--- src/rtl/ifu_fetch_unit.sv ---
// ifu_fetch_unit
// Instruction-fetch stage. Issues word reads to the instruction memory with at
// most one request outstanding, decodes the immediate of each returned word
// and hands {inst, pc, imm, exception, mcause} to decode over valid/ready.
// Owns the fetch PC: sequential +4 on each transfer, or redirect on i_flush.
//
// Ports:
//   i_clock, i_reset              clock, synchronous active-high reset
//   o_mem_req_valid/i_mem_req_ready/o_mem_addr   fetch request channel
//   i_mem_rsp_valid/i_mem_rdata/i_mem_rsp_err     fetch response (always accepted)
//   o_valid/i_ready/i_stall       decode handshake (transfer = valid&ready&!stall&!flush)
//   i_flush/i_flush_pc            redirect, kills held and in-flight fetch
//   o_inst/o_pc/o_imm             decode payload
//   o_exception/o_mcause          fetch exception (0 = misaligned, 1 = access fault)
module ifu_fetch_unit #(
    parameter logic [31:0] RESET_PC = 32'h8000_0000,
    parameter logic [31:0] NOP_INST = 32'h0000_0013
) (
    input  logic        i_clock,
    input  logic        i_reset,
    output logic        o_mem_req_valid,
    input  logic        i_mem_req_ready,
    output logic [31:0] o_mem_addr,
    input  logic        i_mem_rsp_valid,
    input  logic [31:0] i_mem_rdata,
    input  logic        i_mem_rsp_err,
    output logic        o_valid,
    input  logic        i_ready,
    input  logic        i_stall,
    input  logic        i_flush,
    input  logic [31:0] i_flush_pc,
    output logic [31:0] o_inst,
    output logic [31:0] o_pc,
    output logic [31:0] o_imm,
    output logic        o_exception,
    output logic [3:0]  o_mcause
);

    typedef enum logic [1:0] {S_REQ, S_WAIT, S_HOLD, S_HALT} state_t;

    state_t      state_q, state_d;
    logic [31:0] pc_q, pc_d;
    logic [31:0] addr_q, addr_d;
    logic        req_valid_q, req_valid_d;
    logic        drop_q, drop_d;
    logic        valid_q, valid_d;
    logic [31:0] inst_q, inst_d;
    logic [31:0] opc_q, opc_d;
    logic [31:0] imm_q, imm_d;
    logic        exc_q, exc_d;
    logic [3:0]  mcause_q, mcause_d;

    logic transfer;
    logic accept;

    function automatic logic [31:0] immgen(input logic [31:0] inst);
        logic [31:0] imm;
        imm = '0;
        case (inst[6:2])
            5'b00100, 5'b00000, 5'b11001, 5'b11100:
                imm = {{20{inst[31]}}, inst[31:20]};
            5'b01000:
                imm = {{20{inst[31]}}, inst[31:25], inst[11:7]};
            5'b11000:
                imm = {{19{inst[31]}}, inst[31], inst[7], inst[30:25], inst[11:8], 1'b0};
            5'b01101, 5'b00101:
                imm = {inst[31:12], 12'b0};
            5'b11011:
                imm = {{11{inst[31]}}, inst[31], inst[19:12], inst[20], inst[30:21], 1'b0};
            default:
                imm = '0;
        endcase
        return imm;
    endfunction

    assign transfer = valid_q & i_ready & ~i_stall & ~i_flush;
    assign accept   = req_valid_q & i_mem_req_ready;

    always_ff @(posedge i_clock) begin
        if (i_reset) begin
            state_q     <= S_REQ;
            pc_q        <= RESET_PC;
            addr_q      <= '0;
            req_valid_q <= 1'b0;
            drop_q      <= 1'b0;
            valid_q     <= 1'b0;
            inst_q      <= NOP_INST;
            opc_q       <= '0;
            imm_q       <= '0;
            exc_q       <= 1'b0;
            mcause_q    <= '0;
        end else begin
            state_q     <= state_d;
            pc_q        <= pc_d;
            addr_q      <= addr_d;
            req_valid_q <= req_valid_d;
            drop_q      <= drop_d;
            valid_q     <= valid_d;
            inst_q      <= inst_d;
            opc_q       <= opc_d;
            imm_q       <= imm_d;
            exc_q       <= exc_d;
            mcause_q    <= mcause_d;
        end
    end

    always_comb begin
        state_d     = state_q;
        pc_d        = pc_q;
        addr_d      = addr_q;
        req_valid_d = req_valid_q;
        drop_d      = drop_q;
        valid_d     = valid_q;
        inst_d      = inst_q;
        opc_d       = opc_q;
        imm_d       = imm_q;
        exc_d       = exc_q;
        mcause_d    = mcause_q;

        if (i_flush) begin
            valid_d = 1'b0;
            pc_d    = i_flush_pc;
            state_d = S_REQ;
            case (state_q)
                // An issued request is never withdrawn: it keeps its address
                // until accepted, and its response is then swallowed via drop.
                S_REQ: begin
                    if (req_valid_q) begin
                        drop_d = 1'b1;
                        if (accept) begin
                            req_valid_d = 1'b0;
                            state_d     = S_WAIT;
                        end
                    end
                end
                // A response arriving with the flush is discarded right here,
                // so nothing is left in flight and drop ends up clear.
                S_WAIT: begin
                    if (i_mem_rsp_valid) begin
                        drop_d = 1'b0;
                    end else begin
                        drop_d  = 1'b1;
                        state_d = S_WAIT;
                    end
                end
                default: ;
            endcase
        end else begin
            case (state_q)
                S_REQ: begin
                    if (req_valid_q) begin
                        if (accept) begin
                            req_valid_d = 1'b0;
                            state_d     = S_WAIT;
                        end
                    end else if (pc_q[1:0] != 2'b00) begin
                        inst_d   = NOP_INST;
                        opc_d    = pc_q;
                        imm_d    = '0;
                        exc_d    = 1'b1;
                        mcause_d = 4'd0;
                        valid_d  = 1'b1;
                        state_d  = S_HALT;
                    end else begin
                        req_valid_d = 1'b1;
                        addr_d      = pc_q;
                    end
                end
                S_WAIT: begin
                    if (i_mem_rsp_valid) begin
                        if (drop_q) begin
                            drop_d  = 1'b0;
                            state_d = S_REQ;
                        end else begin
                            inst_d   = i_mem_rdata;
                            opc_d    = pc_q;
                            imm_d    = immgen(i_mem_rdata);
                            exc_d    = i_mem_rsp_err;
                            mcause_d = {3'b000, i_mem_rsp_err};
                            valid_d  = 1'b1;
                            state_d  = i_mem_rsp_err ? S_HALT : S_HOLD;
                        end
                    end
                end
                // The next request is raised in the transfer cycle itself so it
                // is visible on the following cycle; pc stays word aligned here.
                S_HOLD: begin
                    if (transfer) begin
                        valid_d     = 1'b0;
                        pc_d        = pc_q + 32'd4;
                        addr_d      = pc_q + 32'd4;
                        req_valid_d = 1'b1;
                        state_d     = S_REQ;
                    end
                end
                default: begin
                    if (transfer) begin
                        valid_d = 1'b0;
                    end
                end
            endcase
        end
    end

    assign o_mem_req_valid = req_valid_q;
    assign o_mem_addr      = addr_q;
    assign o_valid         = valid_q;
    assign o_inst          = inst_q;
    assign o_pc            = opc_q;
    assign o_imm           = imm_q;
    assign o_exception     = exc_q;
    assign o_mcause        = mcause_q;

`ifndef SYNTHESIS
    always_ff @(posedge i_clock) begin
        if (!i_reset) begin
            assert (!(i_mem_rsp_valid && state_q != S_WAIT))
                else $error("ifu_fetch_unit: memory response while no request outstanding");
            assert (!(req_valid_q && state_q == S_WAIT))
                else $error("ifu_fetch_unit: second request while one is outstanding");
        end
    end
`endif

endmodule

--- config.mk ---
export PLATFORM = sky130hd
export DESIGN_NAME = ifu_fetch_unit
export DESIGN_NICKNAME = d
export VERILOG_FILES = /design/src/rtl/ifu_fetch_unit.sv
export SDC_FILE = /design/constraint.sdc
export NUM_CORES = 1
export LEC_CHECK = 0
export ABC_AREA = 0
export ABC_CLOCK_PERIOD_IN_PS = 4200
export BUFFER_PORTS_ARGS = -buffer_cell sky130_fd_sc_hd__buf_2
export CORE_ASPECT_RATIO = 1.75
export CORE_UTILIZATION = 40
export CTS_CLUSTER_SIZE = 30
export DETAILED_ROUTE_END_ITERATION = 8
export GPL_TIMING_DRIVEN = 0
export PLACE_DENSITY = 0.7
export REMOVE_ABC_BUFFERS = 1
export SYNTH_ARGS = -nofsm -noshare
export SYNTH_HDL_FRONTEND = slang
export SYNTH_SLANG_ARGS = --single-unit
--- constraint.sdc ---
create_clock -name i_clock -period 4.2 [get_ports i_clock]
set_clock_uncertainty 0.1 [all_clocks]
set_input_delay 0.21 -clock i_clock [delete_from_list [all_inputs] [get_ports i_clock]]
set_output_delay 0.21 -clock i_clock [all_outputs]
set_load 0.02 [all_outputs]
==> impl_results.md, run 1 <==
* Routability congestion estimate at 0.823
* Antenna viol nets, final at 0
* Largest net degree at the start of global routing at 95
* Setup crit start kind: register
* Post-synth ARST share at 0
* Hold worst-path end: o_inst[3]
* CP max FO at 44
* I/O Buffers at 203
* Critical-path cell list: inv_1 -> ha_2 -> nand3b_1 -> o21ai_0 -> and2_2 -> buf_12 -> nand3_1 -> a21oi_1
* R2R Path Start: state_q[1]
* Pre-CTS WS at 1.15 ns
* Worst vdd ir at 0.000217 V
* Max Cap Viol at 0
* Post-synthesis sequential area ratio at 0.427
* Cell count after synthesis at 942
* Syn_area_per_cell at 8.32 um^2
* Ports at 207
* Final Max Tran Viols at 0
* Diode count at 0
* Total power at 4.37 mW
* Die area at 0.0202 mm^2
* CP endpoint kind: register
* Nets@finish at 1224
* P_int at 3.02 mW
* Req. time, crit path at 4.46 ns
* Initial antenna violation count at 0
* Period utilization at 0.718
* Post-Synthesis Cell Area at 0.00784 mm^2
* Post-DP HPWL at 15.3 mm
* Final setup fails at 0
* Final worst setup slack at 1.18 ns
* Fin util at 0.526
* CTS tree: built
* Drt drc at 0
* Via Count at 7469
* Lkg Pwr at 4.02 nW
* Status: completed
* Slowest stage delay, CP at 0.76 ns
* Proportion of layout cells with a drive suffix above 1 at 0.235
* Clock group share of total power at 0.385
* Worst slew pin tran at 1.12 ns
* HP Start: i_mem_rdata[3]
* Via/cell ratio at 5.33
* Combinational power share at 0.205
* Worst Hold Slack at 0.0300 ns
* Pwr per Cell Area at 433 mW/mm^2
* Setup Crit Path Kind: reg -> reg
* Number of H-tree levels at 4
* Critical path arrival at 3.27 ns
* Max Fclk at 0.331 GHz
* Slowest CP cell: ha_2
* Clock slew at reported path FFs at 0.07 ns
* Synthesized flop and latch total at 167
* Initial Util at 0.408
* CTS Buf Count at 17
* Max-slew headroom at 0.249
* Synth cell types at 61
* Vias in the first global route at 7213
* Tmin final at 3.02 ns
* Root Driver: clkbuf_16
* Layout Area Growth over Synthesis at 28.9%
* First-pass GRT wire length at 36.2 mm
* YS warnings at 0
* Net Sw Frac at 0.309
* Flop pwr share at 0.410
* Hold Crit Depth at 3
* GRT Overall Usage at 0.228
* Reg2reg path depth at 8
* Wire per inst at 16.3 um
* Clk_lat worst skew at 0.43 ns
* Post-Route WL at 22.8 mm
* Initial DRC Count at 457
* Net Switching at 1.35 mW
* Post-synth EDFFs at 0
* R2R Path End: o_inst[25]
* Clk sinks at 167
* Post-CTS sizing at 0
* Drt first pass iters at 6
* RSZ-0062 raised after global routing: no
* Gr ovfl total at 0
* R2R Setup Slk at 1.18 ns
* Max Buffers Root-to-Sink at 2
* Final hold viol count at 0
* Tightest Hold Check Type: in -> reg
* Most used DFF post-synth: dfxtp_1
* Die Y at 187 um
* Cell row count at 67
* Die W at 108 um
* TNS Setup at 0 ns
* CORE AREA at 0.0192 mm^2
## how the worst max path moves through the flow
stage | start | end | cells past startpoint
after floorplan | state_q[1] | o_inst[0] | 7
after global placement | state_q[1] | o_exception | 7
after detailed placement | state_q[1] | o_imm[8] | 7
after CTS | state_q[1] | o_imm[8] | 7
after global routing | state_q[1] | o_imm[5] | 7
final | state_q[1] | o_inst[25] | 8
## flip-flops by register name, summed over array words and instances (netlist names)
| name | count |
|---|---|
| o_imm | 32 |
| o_inst | 32 |
| o_mem_addr | 32 |
| o_pc | 32 |
| pc_q | 32 |
| state_q | 2 |
| drop_q | 1 |
| o_exception | 1 |
| o_mcause | 1 |
| o_mem_req_valid | 1 |
| o_valid | 1 |
## layout make-up
class	instances	area [um^2]
sequential	167	3340
clock buffer	20	467
inverter	8	30.0
tap	241	302
fill	1792	9090
timing repair buffer	271	1780
multi-input combinational	683	4020
clock inverter	12	166
## cells by family after synthesis
logic type | synth area share
buf+inv | 0.0627
simple gates | 0.245
mux | 0.0104
other cells | 0.000478
xor+xnor | 0.0615
fa+ha+maj | 0.00639
flops | 0.427
compound gates | 0.187
## cell usage after synthesis (all sizes together), types with 2 or more instances
cell type    n  area share
dfxtp      167        0.43
or3          7      0.0056
a21oi      103       0.066
and4b        2      0.0026
a22oi       11       0.011
nor3b        6      0.0057
nand2      153       0.073
a211o        2      0.0022
nor3        12       0.011
a211oi      52       0.056
inv          8      0.0038
and2         3      0.0024
nor2        94       0.045
buf         44       0.038
o21bai       7      0.0067
nor4b        2      0.0030
clkbuf      41       0.020
nor2b        5      0.0040
ha           4      0.0064
xnor2       17       0.019
a2bb2oi      9       0.010
and3         7      0.0056
nand3b       9      0.0086
nor4         6      0.0094
nand2b       4      0.0032
nand3       51       0.034
and4         3      0.0034
a21o        13       0.012
nand4       25       0.023
mux2i        7      0.0089
a31o         2      0.0022
xor2        38       0.042
a311oi       5      0.0056
o31ai        4      0.0038
o21ai        9      0.0057
## critical path, delay by kind of cell (launching register included)
kind,cells,cell delay [ns]
AOI/OAI and AO/OA,2,0.39
adders and majority gates,1,0.76
DFF,1,0.33
buffers and inverters,2,0.41
and+or+nand+nor,3,0.91
## repair_timing
item	4_1_cts	5_1_grt
buffers inserted	0	0
endpoints found under the hold margin	68	0
hold buffers	62	0
## stage by stage
stage	cells	cell area [um^2]
floorplan	858	7380
global placement	1302	8700
detailed placement	1308	8850
CTS	1402	10100
global route	1402	10100
finish	1402	10100
## power by group through the flow
stage,Clock [mW],Sequential [mW],Combinational (mW)
4_1_cts,1.73,1.79,0.898
6_report,1.68,1.79,0.895
3_3_place_gp,0,1.83,0.798
2_1_floorplan,0,1.92,0.396
3_5_place_dp,0,1.83,0.853
5_1_grt,1.77,1.81,0.972
## layer usage
metal  GRT usage  up-vias  part of all wire
met5           0        -                 0
met4       0.131        0             0.039
met3      0.0331       52             0.034
met2       0.411      213              0.53
met1       0.249     3515              0.40
li1            -     3689                 -
## layout by cell type (no fill, tap or decap), types with 8 or more instances in the layout
master	synthesis	final
a211oi_1	44	44
a21o_1	13	13
a21oi_1	103	103
a22oi_1	11	11
a2bb2oi_1	9	9
buf_2	23	202
clkbuf_16	0	17
dfxtp_1	167	167
dlygate4sd3_1	0	62
nand2_1	153	152
nand3_1	48	48
nand3b_1	9	9
nand4_1	23	23
nor2_1	93	93
nor3_1	8	8
o21ai_0	9	9
xnor2_1	17	17
xor2_1	38	38
(Power assumes the default switching activity.)
==> inputs of run 2 (changes only) <==
--- a/config.mk
+++ b/config.mk
@@ -6,14 +6,14 @@
 export NUM_CORES = 1
 export LEC_CHECK = 0
 export ABC_AREA = 0
-export ABC_CLOCK_PERIOD_IN_PS = 4200
+export ABC_CLOCK_PERIOD_IN_PS = 2730
 export BUFFER_PORTS_ARGS = -buffer_cell sky130_fd_sc_hd__buf_2
 export CORE_ASPECT_RATIO = 1.75
 export CORE_UTILIZATION = 40
 export CTS_CLUSTER_SIZE = 30
 export DETAILED_ROUTE_END_ITERATION = 8
 export GPL_TIMING_DRIVEN = 0
-export PLACE_DENSITY = 0.7
+export PLACE_DENSITY = 0.73
 export REMOVE_ABC_BUFFERS = 1
 export SYNTH_ARGS = -nofsm -noshare
 export SYNTH_HDL_FRONTEND = slang
==> constraint.sdc (replaced) <==
create_clock -name i_clock -period 2.73 [get_ports i_clock]
set_clock_uncertainty 0.1 [all_clocks]
set_input_delay 0.1365 -clock i_clock [delete_from_list [all_inputs] [get_ports i_clock]]
set_output_delay 0.1365 -clock i_clock [all_outputs]
set_load 0.02 [all_outputs]
==> run 2 against run 1 <==
Highest routed layer unchanged. First-iteration DRC count rose by 10%. Critical endpoint is now o_inst[20]. Largest cell class unchanged. Maximum frequency up 19%. Critical path depth unchanged. Sequential power rose by 54%. Largest power group unchanged. Critical path type unchanged. Global-route usage grew 0.080 points. Utilization rose by 0.32 points. Via count grew 0.23%.
==> impl_results.md, run 2 (same netlist as run 1, synthesis figures left out) <==
* Nets@finish at 1230 (+0.49%)
* Reg2reg path depth at 8 (unchanged)
* Post-DP HPWL at 15.2 mm (-0.21%)
* CORE AREA at 0.0192 mm^2 (unchanged)
* Combinational power share at 0.211 (+0.006)
* Die area at 0.0202 mm^2 (unchanged)
* Max-slew headroom at 0.336 (+0.0872)
* Wire per inst at 16.4 um (+0.97%)
* Initial antenna violation count at 1 (+1)
* Worst slew pin tran at 0.996 ns (-0.121 ns)
* Clock group share of total power at 0.377 (-0.008)
* Vias in the first global route at 7257 (+0.61%)
* Fin util at 0.530 (+0.00319)
* Hold worst-path end: o_inst[2]
* Initial Util at 0.408 (unchanged)
* Number of H-tree levels at 4 (unchanged)
* Initial DRC Count at 504 (+10%)
* Gr ovfl total at 0 (unchanged)
* Ports at 207 (unchanged)
* Setup crit start kind: register
* R2R Setup Slk at 0.19 ns (-1.00 ns)
* Via Count at 7486 (+0.23%)
* Antenna viol nets, final at 0 (unchanged)
* First-pass GRT wire length at 36.3 mm (+0.28%)
* GRT Overall Usage at 0.229 (+0.000797)
* Worst Hold Slack at 0.0220 ns (-0.00794 ns)
* RSZ-0062 raised after global routing: no
* Final Max Tran Viols at 0 (unchanged)
* CP max FO at 34 (-23%)
* Lkg Pwr at 4.06 nW (+0.87%)
* Die Y at 187 um (unchanged)
* Layout Cell Area excl Fill at 0.0102 mm^2 (+0.61%)
* I/O Buffers at 203 (unchanged)
* Clk_lat worst skew at 0.42 ns (about the same)
* Final setup fails at 0 (unchanged)
* Tightest Hold Check Type: in -> reg
* Tmin final at 2.54 ns (-0.472 ns)
* Drt first pass iters at 4 (-2)
* Max Cap Viol at 0 (unchanged)
* Total power at 6.69 mW (+53%)
* Via/cell ratio at 5.32 (-0.13%)
* Final hold viol count at 0 (unchanged)
* CP endpoint kind: register
* Period utilization at 0.932 (+0.214)
* Setup Crit Path Kind: reg -> reg
* R2R Path End: o_inst[20]
* Net Switching at 2.01 mW (+49%)
* Post-Route WL at 23.1 mm (+1.3%)
* Pwr per Cell Area at 658 mW/mm^2 (+52%)
* CTS tree: built
* TNS Setup at 0 ns (unchanged)
* Max Buffers Root-to-Sink at 2 (unchanged)
* Root Driver: clkbuf_16
* Die W at 108 um (unchanged)
* Drt drc at 0 (unchanged)
* Max Fclk at 0.393 GHz (+19%)
* HP Start: i_mem_rdata[2]
* Routability congestion estimate at 0.812 (-1.3%)
* Worst vdd ir at 0.000423 V (+95%)
* Status: completed
* CTS Buf Count at 17 (unchanged)
* Critical path arrival at 2.79 ns (-0.48 ns)
* Flop pwr share at 0.412 (+0.002)
* Most frequent cells in the layout: buf_2 (202), dfxtp_1 (167), nand2_1 (152)
* Hold Crit Depth at 3 (unchanged)
* Clock slew at reported path FFs at 0.06 ns (about the same)
* P_int at 4.68 mW (+55%)
* Largest net degree at the start of global routing at 91 (-4.2%)
* Dpl cell area at 0.00885 mm^2 (unchanged)
* Layout Area Growth over Synthesis at 29.7%
* Req. time, crit path at 2.98 ns (-1.48 ns)
* Proportion of layout cells with a drive suffix above 1 at 0.233 (-0.00167)
* Clk sinks at 167 (unchanged)
* Net Sw Frac at 0.301 (-0.00886)
* Cell row count at 67 (unchanged)
* Commonest non-fill, non-tap cell in the layout: buf_2
* R2R Path Start: state_q[0]
## run 2: changes by cell type in the layout (fill, tap and decap cells not counted), sizes merged, moves of 2 or more
cell and delta:
dlygate4sd3 +3, clkbuf +2, inv -3, clkinvlp -2
buf +2
## run 2: cell type report
type | instances | area (um^2)
Fill cell | 1803 | 9030
Multi-Input combinational cell | 684 | 4050
Sequential cell | 167 | 3340
Timing Repair Buffer | 276 | 1830
Clock buffer | 22 | 454
Tap cell | 241 | 302
Clock inverter | 8 | 149
Inverter | 8 | 30.0
Antenna cell | 1 | 2.50
## run 2: worst max-delay path, cell delays in order (launching register included)
cell and delay, ns:
dfxtp_1 0.35, inv_1 0.09, ha_1 0.42, inv_1 0.14, o21ai_1 0.39, and2_4 0.43, buf_12 0.25, nand3_1 0.11
a21oi_1 0.19
## run 2: worst max-delay path by stage
stage | end | slack (ns) | from | cells past startpoint
finish | o_inst[20] | 0.19 | state_q[0] | 8
CTS | pc_q[16] | 0.0009 | state_q[0] | 6
global route | pc_q[18] | 0.008 | state_q[0] | 6
global placement | o_exception | -2.45 | state_q[1] | 7
floorplan | o_inst[0] | -0.74 | state_q[1] | 7
detailed placement | o_inst[6] | -0.36 | state_q[1] | 8
## run 2: power groups by stage
stage                     logic, mW  registers [mW]  clock network (mW)
after global routing           1.53            2.78                2.67
after detailed placement       1.31            2.81                   0
after floorplan               0.609            2.95                   0
after global placement         1.22            2.81                   0
after CTS                      1.39            2.76                2.57
final                          1.41            2.76                2.52
## run 2: metrics by stage
step,instances,setup WS (ns)
finish,1407,0.185
global route,1406,0.00766
floorplan,858,-0.738
detailed placement,1308,-0.356
CTS,1403,0.000889
global placement,1302,-2.45
## run 2: timing repair
item                                   4_1_cts  5_1_grt
hold buffers                                65        0
setup buffers                                0        2
cloned                                       0        1
endpoints found under the hold margin       93        0
setup endpoints to repair                   93       34
gates resized for setup                      4        3
pin swaps                                    0        2
## run 2: per-layer routing
metal | part of all wire | global-route usage
met1 | 0.39 | 0.246
met3 | 0.035 | 0.0383
met2 | 0.54 | 0.422
met4 | 0.029 | 0.112
met5 | 0 | 0
